--- config.mk ---
export PLATFORM = sky130hd
export DESIGN_NAME = clock_recovery_ctrl
export DESIGN_NICKNAME = d
export VERILOG_FILES = /design/src/rtl/clock_recovery_ctrl.sv
export SDC_FILE = /design/constraint.sdc
export NUM_CORES = 1
export LEC_CHECK = 0
export BUFFER_PORTS_ARGS = -buffer_cell sky130_fd_sc_hd__buf_2
export CORE_AREA = 2 2 57 59
export CTS_CLUSTER_DIAMETER = 50
export DETAILED_ROUTE_END_ITERATION = 6
export DIE_AREA = 0 0 59 61
export PLACE_DENSITY = 0.91
export SYNTH_ARGS = -nofsm -noshare
export SYNTH_HDL_FRONTEND = slang
export SYNTH_SLANG_ARGS = --single-unit
--- constraint.sdc ---
create_clock -name clock -period 9.85 [get_ports clock]
set_input_delay 1.97 -clock clock [delete_from_list [all_inputs] [get_ports clock]]
set_output_delay 1.97 -clock clock [all_outputs]
set_load 0.01 [all_outputs]
--- src/rtl/clock_recovery_ctrl.sv ---
// clock_recovery_ctrl: phase-detector loop filter, DCO stepper and lock sequencer.
// Defining CR_LOSS_COUNT_EN adds the loss_cnt output (count of lock losses).
//
// state   | meaning
// --------+-----------------------------------------------------------
// IDLE    | loop disabled, counters cleared, dco_code frozen
// ACQUIRE | high gain (ACQ_THRESH), pulling in toward phase
// TRACK   | low gain (TRK_THRESH), counting quiet windows toward lock
// LOCKED  | low gain, lock reported; a busy window drops back to TRACK
module clock_recovery_ctrl #(
  parameter int CODE_W     = 6,
  parameter int CODE_INIT  = 32,
  parameter int ACC_W      = 4,
  parameter int ACQ_THRESH = 2,
  parameter int TRK_THRESH = 6,
  parameter int WIN_LEN    = 16,
  parameter int LOCK_WINS  = 4
) (
  input  logic              clock,
  input  logic              reset_n,
  input  logic              enable,
  input  logic              up,
  input  logic              down,
  output logic [CODE_W-1:0] dco_code,
  output logic              step_up,
  output logic              step_dn,
  output logic              locked,
  output logic [1:0]        state
`ifdef CR_LOSS_COUNT_EN
  ,
  output logic [7:0]        loss_cnt
`endif
);

  typedef enum logic [1:0] {
    IDLE    = 2'd0,
    ACQUIRE = 2'd1,
    TRACK   = 2'd2,
    LOCKED  = 2'd3
  } state_t;

  localparam int SW      = ACC_W + 1;
  localparam int WIN_W   = (WIN_LEN > 1) ? $clog2(WIN_LEN) : 1;
  localparam int QUIET_W = $clog2(LOCK_WINS + 1);
  localparam int STEPS_W = $clog2(WIN_LEN + 1);

  localparam logic signed [ACC_W:0] ACQ_T     = SW'(ACQ_THRESH);
  localparam logic signed [ACC_W:0] TRK_T     = SW'(TRK_THRESH);
  localparam logic [CODE_W-1:0]     CODE_MAX  = '1;
  localparam logic [CODE_W-1:0]     CODE_RST  = CODE_W'(CODE_INIT);
  localparam logic [WIN_W-1:0]      WIN_LAST  = WIN_W'(WIN_LEN - 1);
  localparam logic [QUIET_W-1:0]    QUIET_MAX = QUIET_W'(LOCK_WINS);

  state_t                   state_q, state_d;
  logic signed [ACC_W-1:0]  acc_q, acc_d;
  logic [CODE_W-1:0]        code_q, code_d;
  logic                     step_up_q, step_up_d;
  logic                     step_dn_q, step_dn_d;
  logic [WIN_W-1:0]         win_q, win_d;
  logic [QUIET_W-1:0]       quiet_q, quiet_d;
  logic [STEPS_W-1:0]       steps_q, steps_d;
  logic                     up_meta_q, up_meta_d, up_s_q, up_s_d;
  logic                     dn_meta_q, dn_meta_d, dn_s_q, dn_s_d;
`ifdef CR_LOSS_COUNT_EN
  logic [7:0]               loss_q, loss_d;
`endif

  logic signed [ACC_W:0]    delta, nxt, thr;
  logic                     sat, stepped, win_end;
  logic [STEPS_W-1:0]       steps_cnt;

  always_comb begin
    state_d   = state_q;
    acc_d     = acc_q;
    code_d    = code_q;
    step_up_d = 1'b0;
    step_dn_d = 1'b0;
    win_d     = win_q;
    quiet_d   = quiet_q;
    steps_d   = steps_q;
    up_meta_d = up;
    up_s_d    = up_meta_q;
    dn_meta_d = down;
    dn_s_d    = dn_meta_q;
`ifdef CR_LOSS_COUNT_EN
    loss_d    = loss_q;
`endif
    sat       = 1'b0;
    stepped   = 1'b0;
    win_end   = 1'b0;
    steps_cnt = steps_q;

    delta = '0;
    if (up_s_q && !dn_s_q)      delta = {{ACC_W{1'b0}}, 1'b1};
    else if (dn_s_q && !up_s_q) delta = '1;
    nxt = $signed({acc_q[ACC_W-1], acc_q}) + delta;
    thr = (state_q == ACQUIRE) ? ACQ_T : TRK_T;

    if (!enable) begin
      state_d = IDLE;
      acc_d   = '0;
      win_d   = '0;
      quiet_d = '0;
      steps_d = '0;
    end else if (state_q == IDLE) begin
      state_d = ACQUIRE;
      acc_d   = '0;
      win_d   = '0;
      quiet_d = '0;
      steps_d = '0;
    end else begin
      // A step blocked at a code rail still consumes the accumulator.
      if (nxt >= thr) begin
        acc_d = '0;
        if (code_q != CODE_MAX) begin
          code_d    = code_q + 1'b1;
          step_up_d = 1'b1;
          stepped   = 1'b1;
        end else begin
          sat = 1'b1;
        end
      end else if (nxt <= -thr) begin
        acc_d = '0;
        if (code_q != '0) begin
          code_d    = code_q - 1'b1;
          step_dn_d = 1'b1;
          stepped   = 1'b1;
        end else begin
          sat = 1'b1;
        end
      end else begin
        acc_d = nxt[ACC_W-1:0];
      end

      steps_cnt = steps_q + STEPS_W'(stepped);
      if (win_q == WIN_LAST) begin
        win_end = 1'b1;
        win_d   = '0;
        steps_d = '0;
        if (steps_cnt == '0) quiet_d = (quiet_q == QUIET_MAX) ? quiet_q : quiet_q + 1'b1;
        else                 quiet_d = '0;
      end else begin
        win_d   = win_q + 1'b1;
        steps_d = steps_cnt;
      end

      unique case (state_q)
        ACQUIRE: begin
          if (!sat && win_end && steps_cnt == '0) state_d = TRACK;
        end
        TRACK: begin
          if (sat)                                  state_d = ACQUIRE;
          else if (win_end && quiet_d == QUIET_MAX) state_d = LOCKED;
        end
        LOCKED: begin
          if (sat)                                       state_d = ACQUIRE;
          else if (win_end && steps_cnt >= STEPS_W'(2)) state_d = TRACK;
`ifdef CR_LOSS_COUNT_EN
          if ((sat || (win_end && steps_cnt >= STEPS_W'(2))) && loss_q != 8'hFF)
            loss_d = loss_q + 8'd1;
`endif
        end
        default: state_d = state_q;
      endcase
    end
  end

  always_ff @(posedge clock or negedge reset_n) begin
    if (!reset_n) begin
      state_q   <= IDLE;
      acc_q     <= '0;
      code_q    <= CODE_RST;
      step_up_q <= 1'b0;
      step_dn_q <= 1'b0;
      win_q     <= '0;
      quiet_q   <= '0;
      steps_q   <= '0;
      up_meta_q <= 1'b0;
      up_s_q    <= 1'b0;
      dn_meta_q <= 1'b0;
      dn_s_q    <= 1'b0;
`ifdef CR_LOSS_COUNT_EN
      loss_q    <= '0;
`endif
    end else begin
      state_q   <= state_d;
      acc_q     <= acc_d;
      code_q    <= code_d;
      step_up_q <= step_up_d;
      step_dn_q <= step_dn_d;
      win_q     <= win_d;
      quiet_q   <= quiet_d;
      steps_q   <= steps_d;
      up_meta_q <= up_meta_d;
      up_s_q    <= up_s_d;
      dn_meta_q <= dn_meta_d;
      dn_s_q    <= dn_s_d;
`ifdef CR_LOSS_COUNT_EN
      loss_q    <= loss_d;
`endif
    end
  end

  assign dco_code = code_q;
  assign step_up  = step_up_q;
  assign step_dn  = step_dn_q;
  assign state    = state_q;
  assign locked   = (state_q == LOCKED);
`ifdef CR_LOSS_COUNT_EN
  assign loss_cnt = loss_q;
`endif

endmodule

# ---- Word-level counts from Yosys, hierarchy flattened
# Index checks and enable logic that the tools add are counted.
dict set report classes {
  n_lt_le_gt_ge 3
  addsub 7
  n_eq_ne 12
  mux 53
  bitwise_logic 1
  n_reduce_logical 16
}
# cell count
set ops {}
lappend ops {{$mux W4} 7}
lappend ops {{$mux W5} 5}
lappend ops {{$mux W3} 8}
lappend ops {{$mux W6} 4}
lappend ops {{$mux W1} 21}
lappend ops {{$mux W2} 7}
lappend ops {{$add A6 B1 Y6 const B} 1}
lappend ops {{$eq A3 B3 Y1 const B} 2}
lappend ops {{$logic_and A1 B1 Y1} 6}
lappend ops {{$ne A6 B6 Y1 const B} 1}
lappend ops {{$pmux W2 S3} 1}
lappend ops {{$reduce_bool A6 Y1} 1}
lappend ops {{$sub A6 B1 Y6 const B} 1}
lappend ops {{$add A4 B5 Y5} 1}
lappend ops {{$add A5 B1 Y5} 1}
lappend ops {{$ge A5 B2 Y1 const B} 1}
lappend ops {{$ge A5 B4 Y1} 1}
lappend ops {{$le A5 B5 Y1} 1}
lappend ops {{$logic_not A5 Y1} 1}
lappend ops {{$ne A5 B1 Y1 const B} 1}
lappend ops {{$ne A5 B2 Y1 const B} 1}
lappend ops {{$ne A5 B5 Y1 const B} 1}
lappend ops {{$neg A3 Y5} 1}
lappend ops {{$reduce_and A5 Y1} 1}
lappend ops {{other kinds (12)} 16}
dict set report totals {
  regBits 30
  in_bits 5
}

# ---- Longest topological paths before layout
# Gate-level depths: netlist of the first run.
dict set report depth {
  ltp_word 23
  mapped_depth 21
  depth_no_buf 21
}

# ---- Worst setup path before layout of the first run
# Ideal clock, no wire load.
dict set report synth_timing {
  path_type {flip-flop to flip-flop}
  startpoint {reg dn_s_q}
  endpoint {reg state_q[0], in the netlist state[0]}
  required_time_ns 9.723
  path_slack_ns 6.138
  setup_time_ns 0.127
  path_buffers 0
  path_stages_with_launch 21
  t_arrival_ns 3.585
  synth_period_minus_slack_ns 3.712
  path_cell_list {dfrtp_1 -> ha_1 -> inv_1 -> ha_1 -> ha_1 -> a21oi_1 -> xor2_1 -> ha_1 -> nand2_1 -> nand2_1 -> a21oi_1 -> mux2_4 -> nor2_1 -> ha_1 -> ha_1 -> nor4_1 -> a31oi_1 -> nor3_1 -> a31oi_1 -> a31oi_1 -> a31oi_1}
}
dict set report synth_via {
  elab_chain_cells 19
  word_cells_on_any_way 38
}
# element line_no
set synth_lines {}
lappend synth_lines {{from (decl)} 63} ;# logic dn_meta_q, dn_meta_d, dn_s_q, dn_s_d;
lappend synth_lines {{from (signal assigned)} 197} ;# dn_s_q <= dn_s_d;
lappend synth_lines {{$logic_and A1 B1 Y1 or $logic_not A1 Y1 (tied branches)} {95, 94}}
lappend synth_lines {{$mux W5 or $logic_and A1 B1 Y1 (tied branches)} {95, 94}}
lappend synth_lines {{$mux W5 (*)} 94} ;# if (up_s_q && !dn_s_q) delta = {{ACC_W{1'b0}}, 1'b1};
lappend synth_lines {{$add A4 B5 Y5 (*)} 96} ;# nxt = $signed({acc_q[ACC_W-1], acc_q}) + delta;
lappend synth_lines {{$le A5 B5 Y1} 122} ;# end else if (nxt <= -thr) begin
lappend synth_lines {{$mux W1} 122}
lappend synth_lines {{$mux W1} 113} ;# if (nxt >= thr) begin
lappend synth_lines {{$mux W1} 105} ;# end else if (state_q == IDLE) begin
lappend synth_lines {{[3 not listed]} --}
lappend synth_lines {{$mux W3} 140} ;# if (steps_cnt == '0) quiet_d = (quiet_q == QUIET_MAX) ? quiet_q : quiet_q + 1'b1;
lappend synth_lines {{$mux W3} 136} ;# if (win_q == WIN_LAST) begin
lappend synth_lines {{$mux W3} 105}
lappend synth_lines {{$mux W3} 99} ;# if (!enable) begin
lappend synth_lines {{$eq A3 B3 Y1} 153} ;# else if (win_end && quiet_d == QUIET_MAX) state_d = LOCKED;
lappend synth_lines {{$logic_and A1 B1 Y1} 153}
lappend synth_lines {{$ne A5 B5 Y1 (no source line)} --}
lappend synth_lines {{$reduce_and A4 Y1 (no source line)} --}
lappend synth_lines {{to (signal assigned)} 186} ;# state_q <= state_d;
lappend synth_lines {{to (decl)} 54} ;# state_t state_q, state_d;
# Mark *: on every way between the ends. The rest lies on a longest branch, timed or not. The select of a mux whose other input is x is not followed.
# A chain may end at the register's enable or synchronous reset.

# ---- Worst setup path in the final report of the first run
# Ends and elaborated chain as after synthesis.

==> summary.md, run 1 <==
| Metric | Value |
|---|---|
| Status | completed |
| Worst Tran Pin Value | 0.642 ns |
| Worst R2R Start | dn_s_q |
| Lkg Pwr | 0.931 nW |
| Clock sink total | 30 |
| Hold depth | 0 |
| Total CTS buffers | 5 |
| Kind of critical path | reg2reg |
| Post-synthesis cell area | 1780 sq um |
| Post-synthesis async set-or-reset flop share | 100% |
| Antenna viol nets, final | 0 |
| Gr usage total | 20.7% |
| Final min period | 4.17 ns |
| Synth Warn # | 0 |
| Hold_buf cts | 0 |
| Area post-placement | 1870 sq um |
| Gr ovfl total | 0 |
| Layout Skew | 0.00558 ns |
| Worst EP arrival | 4.37 ns |
| Area Growth Syn to Fin | 7.30% |
| I/O Buffers | 15 |
| Primary FF master, synth | dfrtp_1 |
| Number of antenna violations at the first check in global routing | 0 |
| Initial DRT Pass Iterations | 5 |
| Clk_lat worst skew | 0.32 ns |
| Area of the multi-input gates | 965 sq um |
| Register Area | 752 sq um |
| Worst Hold Endpoint | up_s_q |
| Post-CTS resize count | 0 |
| Die Y | 61 um |
| FP Rows | 20 |
| Post-DP HPWL | 2340 um |
| Share of layout cells above drive strength 1 | 14.5% |
| RSZ-0062 raised after global routing | false |
| Final hold viol count | 0 |
| Clock buffer depth | 2 |
| Fin crit share | 42.3% |
| Die W | 59 um |
| Drt total wl | 3160 um |
| Final net count | 214 |
| Ant diodes | 0 |
| Setup_tns | 0 ns |
| Top fanout value on the critical path | 8 |
| GP Congestion | 0.832 |
| Vias in the first global route | 1247 |
| Drt via density | 5.96 |
| Fillers | 248 |
| IO Pins | 16 |
| Global-route wire length before repair | 5470 um |
| Hold Crit Class | reg2reg |
| R2r setup slk | 5.68 ns |
| Via Count | 1348 |
| Final slew viol count | 0 |
| Pwr dens | 190 nW/um^2 |
| Relative slew slack | 57.2% |
| Hold_sp | up_meta_q |
| Seq/Total Area, Yosys | 42.2% |
| Fmax achieved | 240 MHz |
| CTS tree | yes |
| R2R depth | 20 |
| Syn avg cell area | 10.2 sq um |
| # DRC | 0 |
| Worst Setup End Kind | register |
| Number of synthesized register bits | 30 |
| Design area | 1910 sq um |
| H-tree levels | 2 |
| Largest net degree at the start of global routing | 31 |
| Worst path required time | 10.05 ns |
| Post-synth EDFFs | 0 |
| Post-CTS Setup Bufs | 0 |
| Max Cap Viol | 0 |
| Critical path startpoint category | register |
| Cell count after synthesis | 175 |
| Starting Density | 60.3% |
| R2r endpoint | state[0] |
| Max VDD drop | 0.000130 V |
| Routed len/inst | 14.0 um |
| Root Driver | clkbuf_4 |
| Core Box Area | 2950 sq um |
| Endpoints failing setup | 0 |
| Setup WS pre-CTS | 5.75 ns |
| Synth unique cells | 36 |
| Clock-pin slew on the worst setup and hold paths | 0.08 ns |
| Final worst slack | 5.68 ns |
| Die area | 3600 sq um |
| Initial DRC count | 47 |
| Synthesized net count | 196 |
[state kept, by name (all words and copies together) (netlist names)]
name       flops
step_dn        1
dn_meta_q      1
dco_code       6
win_q          4
acc_q          4
dn_s_q         1
state          2
step_up        1
steps_q        5
up_meta_q      1
up_s_q         1
quiet_q        3
[critical path, stage by stage, from the launching register on]
cell	delay, ns
dfrtp_1	0.39
ha_1	0.28
inv_1	0.04
ha_1	0.21
ha_1	0.23
a21oi_1	0.20
xor2_1	0.26
ha_1	0.28
nand2_1	0.06
nand2_1	0.05
a21oi_1	0.17
mux2_4	0.22
nor2_1	0.06
ha_1	0.22
ha_1	0.25
nor4_1	0.28
a31oi_1	0.10
nor3_1	0.28
a31oi_1	0.15
a31oi_1	0.20
a31oi_1	0.11
[metrics by stage]
step | total power [mW] | cells | hold slack (ns) | utilization (%)
finish | 0.363 | 226 | 0.356 | 64.7
CTS | 0.366 | 226 | 0.358 | 64.7
floorplan | 0.265 | 175 | 0.331 | -
global route | 0.393 | 226 | 0.364 | 64.7
detailed placement | 0.301 | 219 | 0.340 | 63.2
global placement | 0.294 | 219 | 0.333 | 63.2
[metal layers]
metal  vias to the layer above  global-route usage [%]  wire, um
li1                        650                       -         -
met1                       651                    26.1      1440
met2                        44                    33.2      1540
met3                         3                    6.40       163
met4                         0                    8.77        12
met5                         -                       0         0
[placed cells by master (no fill, tap or decap), types with 3 or more instances in the layout]
master     n
a21oi_1   12
and2_1     3
o21ai_0    5
xor2_1     7
buf_2     15
ha_1      15
mux2_4     5
xnor2_1    8
nor2_1    16
nand2b_1   5
nor4_1     3
nor3_1     5
inv_1      9
dfrtp_1   29
nand3_1    8
and3_1     6
nand2_1    9
a31oi_1    4
clkbuf_4   5
[worst max-delay path by stage]
stage | start | to | cells after the start
after detailed placement | dn_s_q | state[0] | 20
final | dn_s_q | state[0] | 20
after global placement | dn_s_q | state[0] | 20
after global routing | dn_s_q | state[0] | 20
after CTS | dn_s_q | quiet_q[2] | 19
after floorplan | dn_s_q | state[0] | 20
[cells in the mapped netlist, types with 2 or more instances]
cell type	instances	area, sq um
nor3_1	5	25.0
o211ai_1	2	15.0
xor2_1	7	61.3
nor2_1	16	60.1
a211o_1	2	17.5
nor4_1	3	18.8
nand4_1	2	12.5
nand2_1	9	33.8
xnor2_1	8	70.1
and3_1	6	37.5
inv_1	9	33.8
nor4b_1	2	17.5
nand3_1	8	40.0
a21oi_1	12	60.1
ha_1	15	188
and2_1	3	18.8
mux2_4	5	75.1
buf_6	2	22.5
nand2b_1	5	31.3
dfrtp_1	29	726
a31oi_1	4	25.0
o21ai_0	5	25.0
or3_1	2	12.5
a21o_1	2	15.0
[final cells by class]
type                    count  share of cell area (%)
multi-input cells         132                    50.5
flip-flops and latches     30                    39.3
repair buffers             15                    3.93
clock buffers               7                    2.36
well taps                  33                    2.16
inverters                   9                    1.77
[report_power, final]
group	internal (mW)	switching [mW]	total, mW
sequential	0.141	0.0216	0.162
combinational	0.0712	0.0659	0.137
clock	0.0268	0.0365	0.0633
total	0.239	0.124	0.363
[kinds of logic (layout without fill, tap and decap cells)]
logic type | Yosys count | in the layout | share of synthesized area [%]
AND/OR/NAND/NOR | 64 | 64 | 18.6
flip-flops | 30 | 30 | 42.2
adder cells (fa/ha/maj) | 16 | 16 | 11.7
XOR/XNOR | 16 | 16 | 8.64
multiplexers | 6 | 6 | 4.85
AO/OA/AOI/OAI | 30 | 30 | 10.4
buffers and inverters | 13 | 31 | 3.65
Power figures use the tool's default switching activity.
==> inputs of run 2 (changes only) <==
--- a/config.mk
+++ b/config.mk
@@ -5,12 +5,13 @@
 export SDC_FILE = /design/constraint.sdc
 export NUM_CORES = 1
 export LEC_CHECK = 0
+export ABC_AREA = 1
 export BUFFER_PORTS_ARGS = -buffer_cell sky130_fd_sc_hd__buf_2
-export CORE_AREA = 2 2 57 59
+export CORE_AREA = 2 2 59 61
 export CTS_CLUSTER_DIAMETER = 50
 export DETAILED_ROUTE_END_ITERATION = 6
-export DIE_AREA = 0 0 59 61
-export PLACE_DENSITY = 0.91
+export DIE_AREA = 0 0 61 63
+export PLACE_DENSITY = 0.88
 export SYNTH_ARGS = -nofsm -noshare
 export SYNTH_HDL_FRONTEND = slang
 export SYNTH_SLANG_ARGS = --single-unit
==> constraint.sdc (replaced) <==
create_clock -name clock -period 4.22 [get_ports clock]
set_input_delay 0.844 -clock clock [delete_from_list [all_inputs] [get_ports clock]]
set_output_delay 0.844 -clock clock [all_outputs]
set_load 0.01 [all_outputs]
==> run 2 against run 1 <==
Register-to-register slack worse by 5.2 ns. Utilization shrank 1.8 points. Fmax up 10%. Total power increased to 3.1 times the previous value. First-iteration DRC count shrank 49%. Flip-flop and latch count did not move. Design area rose by 6.4%. Clock power grew to 3.5 times the previous value. Non-clock buffer count stayed put. Largest power group is now combinational logic.
==> summary.md, run 2 <==
| Metric | Value |
|---|---|
| Fillers | 298 (was 248) |
| Leading cell type in the layout, fill and taps excluded | nand2_1 (was dfrtp_1) |
| Clock sink total | 30 (unchanged) |
| Final slew viol count | 0 (unchanged) |
| Gr usage total | 19.9% (was 20.7%) |
| Clock buffer depth | 2 (unchanged) |
| Area of the multi-input gates | 935 sq um (was 965 sq um) |
| Relative slew slack | 56.9% (was 57.2%) |
| Endpoints failing setup | 0 (unchanged) |
| I/O Buffers | 15 (unchanged) |
| Drt total wl | 3130 um (was 3160 um) |
| Total CTS buffers | 5 (unchanged) |
| Fin crit share | 89.5% (was 42.3%) |
| Starting Density | 56.4% (was 60.3%) |
| Core Box Area | 3230 sq um (was 2950 sq um) |
| Initial DRC count | 24 (was 47) |
| Layout Skew | 0.00458 ns (was 0.00558 ns) |
| GP Congestion | 0.795 (was 0.832) |
| Routed len/inst | 10.3 um (was 14.0 um) |
| Final net count | 279 (was 214) |
| CP max stage cell | dfrtp_1 (unchanged) |
| Final hold viol count | 0 (unchanged) |
| Share of layout cells above drive strength 1 | 13.5% (was 14.5%) |
| Primary FF master, synth | dfrtp_1 (unchanged) |
| Ant diodes | 0 (unchanged) |
| Largest net degree at the start of global routing | 31 (unchanged) |
| Clk_lat worst skew | 0.33 ns (was 0.32 ns) |
| Max Cap Viol | 0 (unchanged) |
| Cell count after synthesis | 236 (was 175) |
| CTS tree | yes (unchanged) |
| Register Area | 752 sq um (unchanged) |
| XOR/XNOR Fraction of Synth Area | 4.33% (was 8.64%) |
| Die Y | 63 um (was 61 um) |
| Area contributors post-synth | dfrtp_1 (40%), nand2_1 (14%), ha_1 (10%) (was dfrtp_1 (41%), ha_1 (11%), mux2_4 (4.2%)) |
| FP Rows | 21 (was 20) |
| Synthesized net count | 257 (was 196) |
| Most frequent cell after synthesis | nand2_1 (was dfrtp_1) |
| Worst EP arrival | 4.03 ns (was 4.37 ns) |
| Area leader, netlist | dfrtp_1 (unchanged) |
| Worst Setup End Kind | register (unchanged) |
| Pwr dens | 552 nW/um^2 (was 190 nW/um^2) |
| Initial DRT Pass Iterations | 4 (was 5) |
| Top fanout value on the critical path | 6 (was 8) |
| Lkg Pwr | 1.11 nW (was 0.931 nW) |
| Die W | 61 um (was 59 um) |
| Antenna viol nets, final | 0 (unchanged) |
| IO Pins | 16 (unchanged) |
| Number of antenna violations at the first check in global routing | 0 (unchanged) |
| Largest family of logic cells by synthesized area | simple AND/OR/NAND/NOR gates (unchanged) |
| Final worst slack | 0.442 ns (was 5.68 ns) |
| Critical path startpoint category | register (unchanged) |
| Root Driver | clkbuf_4 (unchanged) |
| Adder-Cell Fraction of Synth Area | 11.4% (was 11.7%) |
| Most frequent cells in the layout | nand2_1 (67), inv_1 (34), dfrtp_1 (29) (was dfrtp_1 (29), nor2_1 (16), ha_1 (15), buf_2 (15), a21oi_1 (12)) |
| Kind of critical path | reg2reg (unchanged) |
| Post-synthesis mux area share | 0% (was 4.85%) |
| Post-synth top cells | nand2_1 (68), inv_1 (34), dfrtp_1 (29) (was dfrtp_1 (29), nor2_1 (16), ha_1 (15)) |
| Status | completed (unchanged) |
| Hold Slack | 0.360 ns (was 0.356 ns) |
| Final Non-Filler Cells | 305 (was 226) |
| Hold Crit Class | reg2reg (unchanged) |
| Seq/Total Area, Yosys | 41.3% (was 42.2%) |
| Post-DP HPWL | 2430 um (was 2340 um) |
| Die area | 3840 sq um (was 3600 sq um) |
| H-tree levels | 2 (unchanged) |
| Syn avg cell area | 7.72 sq um (was 10.2 sq um) |
| # DRC | 0 (unchanged) |
| Largest register FFs | 6 (unchanged) |
| Number of synthesized register bits | 30 (unchanged) |
| Post-CTS Setup Bufs | 0 (unchanged) |
| Post-synth EDFFs | 0 (unchanged) |
| Post-synthesis async set-or-reset flop share | 100% (unchanged) |
| Max VDD drop | 0.000475 V (was 0.000130 V) |
| Global-route wire length before repair | 5720 um (was 5470 um) |
| Synth unique cells | 27 (was 36) |
| Fmax achieved | 265 MHz (was 240 MHz) |
| Setup WS pre-CTS | 0.393 ns (was 5.75 ns) |
| Area Growth Syn to Fin | 11.7% (was 7.30%) |
| Vias in the first global route | 1373 (was 1247) |
| Placed insts | 297 (was 219) |
| Max incr delay on CP | 0.37 ns (was 0.39 ns) |
| Drt via density | 4.82 (was 5.96) |
| Share of the synthesized area in the top cell type | 39.8% (was 40.7%) |
| Final min period | 3.78 ns (was 4.17 ns) |
| Compound-gate portion of the synthesized area | 4.46% (was 10.4%) |
| Gr ovfl total | 0 (unchanged) |
| Post-CTS resize count | 0 (unchanged) |
| Via Count | 1469 (was 1348) |
| Clock-pin slew on the worst setup and hold paths | 0.09 ns (was 0.08 ns) |
| Worst Tran Pin Value | 0.646 ns (was 0.642 ns) |
| Simple-gate area share of the yosys netlist | 30.8% (was 18.6%) |
| CP most frequent cell | nand2_1 (was ha_1) |
| Post-synthesis cell area | 1820 sq um (was 1780 sq um) |
| Synth Warn # | 0 (unchanged) |
| Hold_buf cts | 0 (unchanged) |
| Worst path required time | 4.47 ns (was 10.05 ns) |
[run 2: cell count changes in the layout (fill, tap and decap cells not counted), moves of 5 or more]
cell / before / now
a21oi_1: 12 / 5
and3_1: 6 / 1
inv_1: 9 / 34
mux2_4: 5 / 0
nand2_1: 9 / 67
nand2b_1: 5 / 0
nand3_1: 8 / 20
nor2_1: 16 / 25
xnor2_1: 8 / 3
[run 2: through the flow]
stage / utilization [%] / area [sq um] / setup TNS (ns) / total power, mW
5_1_grt: 63.0 / 2030 / -0.00264 / 1.24
3_3_place_gp: 60.5 / 1950 / 0 / 0.894
3_5_place_dp: 60.5 / 1950 / 0 / 0.911
2_1_floorplan: - / 1820 / 0 / 0.788
4_1_cts: 62.8 / 2030 / 0 / 1.14
6_report: 63.0 / 2030 / 0 / 1.12
[run 2: layer usage]
metal  share of wire (%)  GRT usage, %
met1                  48          25.3
met2                  47          31.2
met3                 2.6          6.21
met4                 1.9          7.61
met5                   0             0
[run 2: worst max-delay path, delay by kind of cell, from the launching register on]
kind	cells	cell delay [ns]
adder cells (fa/ha/maj)	5	1.13
buffers and inverters	4	0.22
AO/OA/AOI/OAI	2	0.31
XOR/XNOR	1	0.18
flip-flops	1	0.37
AND/OR/NAND/NOR	18	1.51
[run 2: layout make-up]
type                       instances  share of cell area, %
multi-input combinational        169                   45.9
clock inverter                     1                   1.48
sequential                        30                   37.0
tap                               46                   2.83
inverter                          37                   6.89
timing repair buffer              15                   3.69
clock buffer                       7                   2.21
[run 2: final timing paths]
check / endpoint / startpoint / slack [ns] / depth (start not counted)
worst max register to register: state[0] / up_s_q / 0.44 / 30
worst min-delay path: dn_s_q / dn_meta_q / 0.36 / 0
worst max-delay path: state[0] / up_s_q / 0.44 / 30
worst min register to register: dn_s_q / dn_meta_q / 0.36 / 0
max in group asynchronous: acc_q[2] / reset_n / 3.27 / 1
min in group asynchronous: up_meta_q / reset_n / 0.53 / 1
[run 2: cells by family (layout without fill, tap and decap cells)]
kind of cell             after synthesis  count (layout)
AO/OA/AOI/OAI                         15              15
XOR/XNOR                               9               9
adder cells (fa/ha/maj)               16              16
buffers and inverters                 37              60
flip-flops                            30              30
AND/OR/NAND/NOR                      129             129
[run 2: power by group]
part | switching, mW | internal, mW
Clock | 0.0965 | 0.126
Sequential | 0.0620 | 0.344
Combinational | 0.293 | 0.203
==> inputs of run 3 (changes only) <==
--- a/config.mk
+++ b/config.mk
@@ -7,11 +7,11 @@
 export LEC_CHECK = 0
 export ABC_AREA = 1
 export BUFFER_PORTS_ARGS = -buffer_cell sky130_fd_sc_hd__buf_2
-export CORE_AREA = 2 2 59 61
+export CORE_AREA = 2 2 59 72
 export CTS_CLUSTER_DIAMETER = 50
 export DETAILED_ROUTE_END_ITERATION = 6
-export DIE_AREA = 0 0 61 63
-export PLACE_DENSITY = 0.88
+export DIE_AREA = 0 0 61 74
+export PLACE_DENSITY = 0.77
 export SYNTH_ARGS = -nofsm -noshare
 export SYNTH_HDL_FRONTEND = slang
 export SYNTH_SLANG_ARGS = --single-unit
==> run 3 against run 2 <==
Global-route usage shrank 2.0 points. Sequential power about the same. Design area grew 1.5%. Combinational power rose by 1%. Worst hold slack got worse by 0.0096 ns. Clock power increased by 8%. Critical path type unchanged. Register-to-register slack gained 0.06 ns. Cell count increased by 2.6%. Count of clock-buffer cells in the layout down 1. Largest power group unchanged. Utilization down 9.3 points. Setup slack improved by 0.060 ns. Total power rose by 2.3%.
==> summary.md, run 3 (synthesis gave the netlist of run 2 again) <==
| Metric | Value |
|---|---|
| Status | completed (unchanged) |
| Design area | 2060 sq um (was 2030 sq um) |
| Final net count | 279 (unchanged) |
| Placed insts | 305 (was 297) |
| Setup_tns | 0 ns (unchanged) |
| Root Driver | clkbuf_8 (was clkbuf_4) |
| Drt via density | 4.77 (was 4.82) |
| Final hold viol count | 0 (unchanged) |
| R2R depth | 31 (was 30) |
| Lkg Pwr | 1.12 nW (was 1.11 nW) |
| Vias in the first global route | 1453 (was 1373) |
| Global-route wire length before repair | 6040 um (was 5720 um) |
| Gr ovfl total | 0 (unchanged) |
| Post-DP HPWL | 2490 um (was 2430 um) |
| Drt total wl | 3270 um (was 3130 um) |
| IO Pins | 16 (unchanged) |
| Die Y | 74 um (was 63 um) |
| Clock buffer depth | 2 (unchanged) |
| Gr usage total | 17.9% (was 19.9%) |
| Initial DRC count | 51 (was 24) |
| Worst R2R Start | dn_s_q (was up_s_q) |
| Worst Setup End Kind | register (unchanged) |
| Most frequent cells in the layout | nand2_1 (67), inv_1 (34), dfrtp_1 (29) (unchanged) |
| Fillers | 367 (was 298) |
| Hold Crit Class | reg2reg (unchanged) |
| Relative slew slack | 55.9% (was 56.9%) |
| Endpoints failing setup | 0 (unchanged) |
| Hold Slack | 0.351 ns (was 0.360 ns) |
| Core Box Area | 3850 sq um (was 3230 sq um) |
| GP Congestion | 0.801 (was 0.795) |
| Layout Skew | 0.00883 ns (was 0.00458 ns) |
| Starting Density | 47.3% (was 56.4%) |
| FP Rows | 25 (was 21) |
| Final slew viol count | 0 (unchanged) |
| Pwr dens | 557 nW/um^2 (was 552 nW/um^2) |
| Routed len/inst | 10.4 um (was 10.3 um) |
| Largest net degree at the start of global routing | 31 (unchanged) |
| I/O Buffers | 15 (unchanged) |
| Worst Tran Pin Value | 0.661 ns (was 0.646 ns) |
| Antenna viol nets, final | 0 (unchanged) |
| Fin crit share | 88.1% (was 89.5%) |
| Leading cell type in the layout, fill and taps excluded | nand2_1 (unchanged) |
| Kind of critical path | reg2reg (unchanged) |
| # DRC | 0 (unchanged) |
| CTS tree | yes (unchanged) |
| Final min period | 3.72 ns (was 3.78 ns) |
| Pwr Total | 1.15 mW (was 1.12 mW) |
| Clock sink total | 30 (unchanged) |
| Ant diodes | 0 (unchanged) |
| R2r setup slk | 0.50 ns (was 0.44 ns) |
| CP startpoint | dn_s_q (was up_s_q) |
| Final Non-Filler Cells | 313 (was 305) |
| Initial DRT Pass Iterations | 4 (unchanged) |
| Max incr delay on CP | 0.39 ns (was 0.37 ns) |
| CP most frequent cell | nand2_1 (unchanged) |
| Clock-pin slew on the worst setup and hold paths | 0.06 ns (was 0.09 ns) |
| Hold depth | 0 (unchanged) |
| Die W | 61 um (unchanged) |
| Total CTS buffers | 5 (unchanged) |
| Worst EP arrival | 3.88 ns (was 4.03 ns) |
| Largest register FFs | 6 (unchanged) |
| R2r endpoint | state[0] (unchanged) |
| Critical path startpoint category | register (unchanged) |
| Number of antenna violations at the first check in global routing | 0 (unchanged) |
| Post-CTS Setup Bufs | 0 (unchanged) |
| Top fanout value on the critical path | 3 (was 6) |
| Worst setup endpoint | state[0] (unchanged) |
| Die area | 4510 sq um (was 3840 sq um) |
| Clk_lat worst skew | 0.29 ns (was 0.33 ns) |
| Max VDD drop | 0.000397 V (was 0.000475 V) |
| Hold_buf cts | 0 (unchanged) |
| CP max stage cell | dfrtp_1 (unchanged) |
| Area Growth Syn to Fin | 13.3% (was 11.7%) |
| Area post-placement | 1960 sq um (was 1950 sq um) |
| H-tree levels | 2 (unchanged) |
| Worst path required time | 4.39 ns (was 4.47 ns) |
| Fmax achieved | 269 MHz (was 265 MHz) |
| Share of layout cells above drive strength 1 | 14.3% (was 13.5%) |
| Via Count | 1494 (was 1469) |
| Max Cap Viol | 0 (unchanged) |
## run 3: power breakdown
part,switching [mW],leakage (nW),internal [mW],total (mW)
logic,0.299,0.674,0.203,0.502
clock network,0.108,0.0472,0.131,0.239
registers,0.0634,0.394,0.345,0.408
total,0.471,1.12,0.679,1.15
## run 3: timing repair
item,CTS,global route
setup endpoints to repair,0,1
hold endpoints to repair,0,0
gates resized for setup,0,3
## run 3: worst min-delay path by stage
| stage | start | endpoint | slack, ns |
|---|---|---|---|
| 3_5_place_dp | dn_meta_q | dn_s_q | 0.35 |
| 4_1_cts | dn_meta_q | dn_s_q | 0.35 |
| 3_3_place_gp | dn_meta_q | dn_s_q | 0.34 |
| 6_report | dn_meta_q | dn_s_q | 0.35 |
| 5_1_grt | dn_meta_q | dn_s_q | 0.37 |
| 2_1_floorplan | dn_meta_q | dn_s_q | 0.33 |
## run 3: worst max-delay path: cells and delay by family, from the launching register on
family,cells,cell delay [ns]
xor+xnor,1,0.17
flops,1,0.39
compound gates,2,0.16
simple gates,18,1.40
buf+inv,4,0.21
fa+ha+maj,6,1.28
## run 3: final cells by class
| class | instances | area, sq um | area share (%) |
|---|---|---|---|
| Multi-Input combinational cell | 169 | 935 | 45.3 |
| Sequential cell | 30 | 752 | 36.4 |
| Inverter | 37 | 140 | 6.79 |
| Clock buffer | 6 | 82.6 | 4.00 |
| Timing Repair Buffer | 15 | 75.1 | 3.64 |
| Tap cell | 54 | 67.6 | 3.27 |
| Clock inverter | 2 | 12.5 | 0.606 |
## run 3: through the flow
step	utilization, %	setup slack (ns)
6_report	53.7	0.501
3_5_place_dp	51.1	0.438
2_1_floorplan	-	0.793
3_3_place_gp	51.1	0.511
4_1_cts	53.5	0.397
5_1_grt	53.7	-0.0296
## run 3: routing by layer
| layer | GRT usage [%] | wire length [um] |
|---|---|---|
| met1 | 21.5 | 1450 |
| met2 | 29.6 | 1640 |
| met3 | 4.35 | 103 |
| met4 | 8.94 | 74 |
| met5 | 0 | 0 |
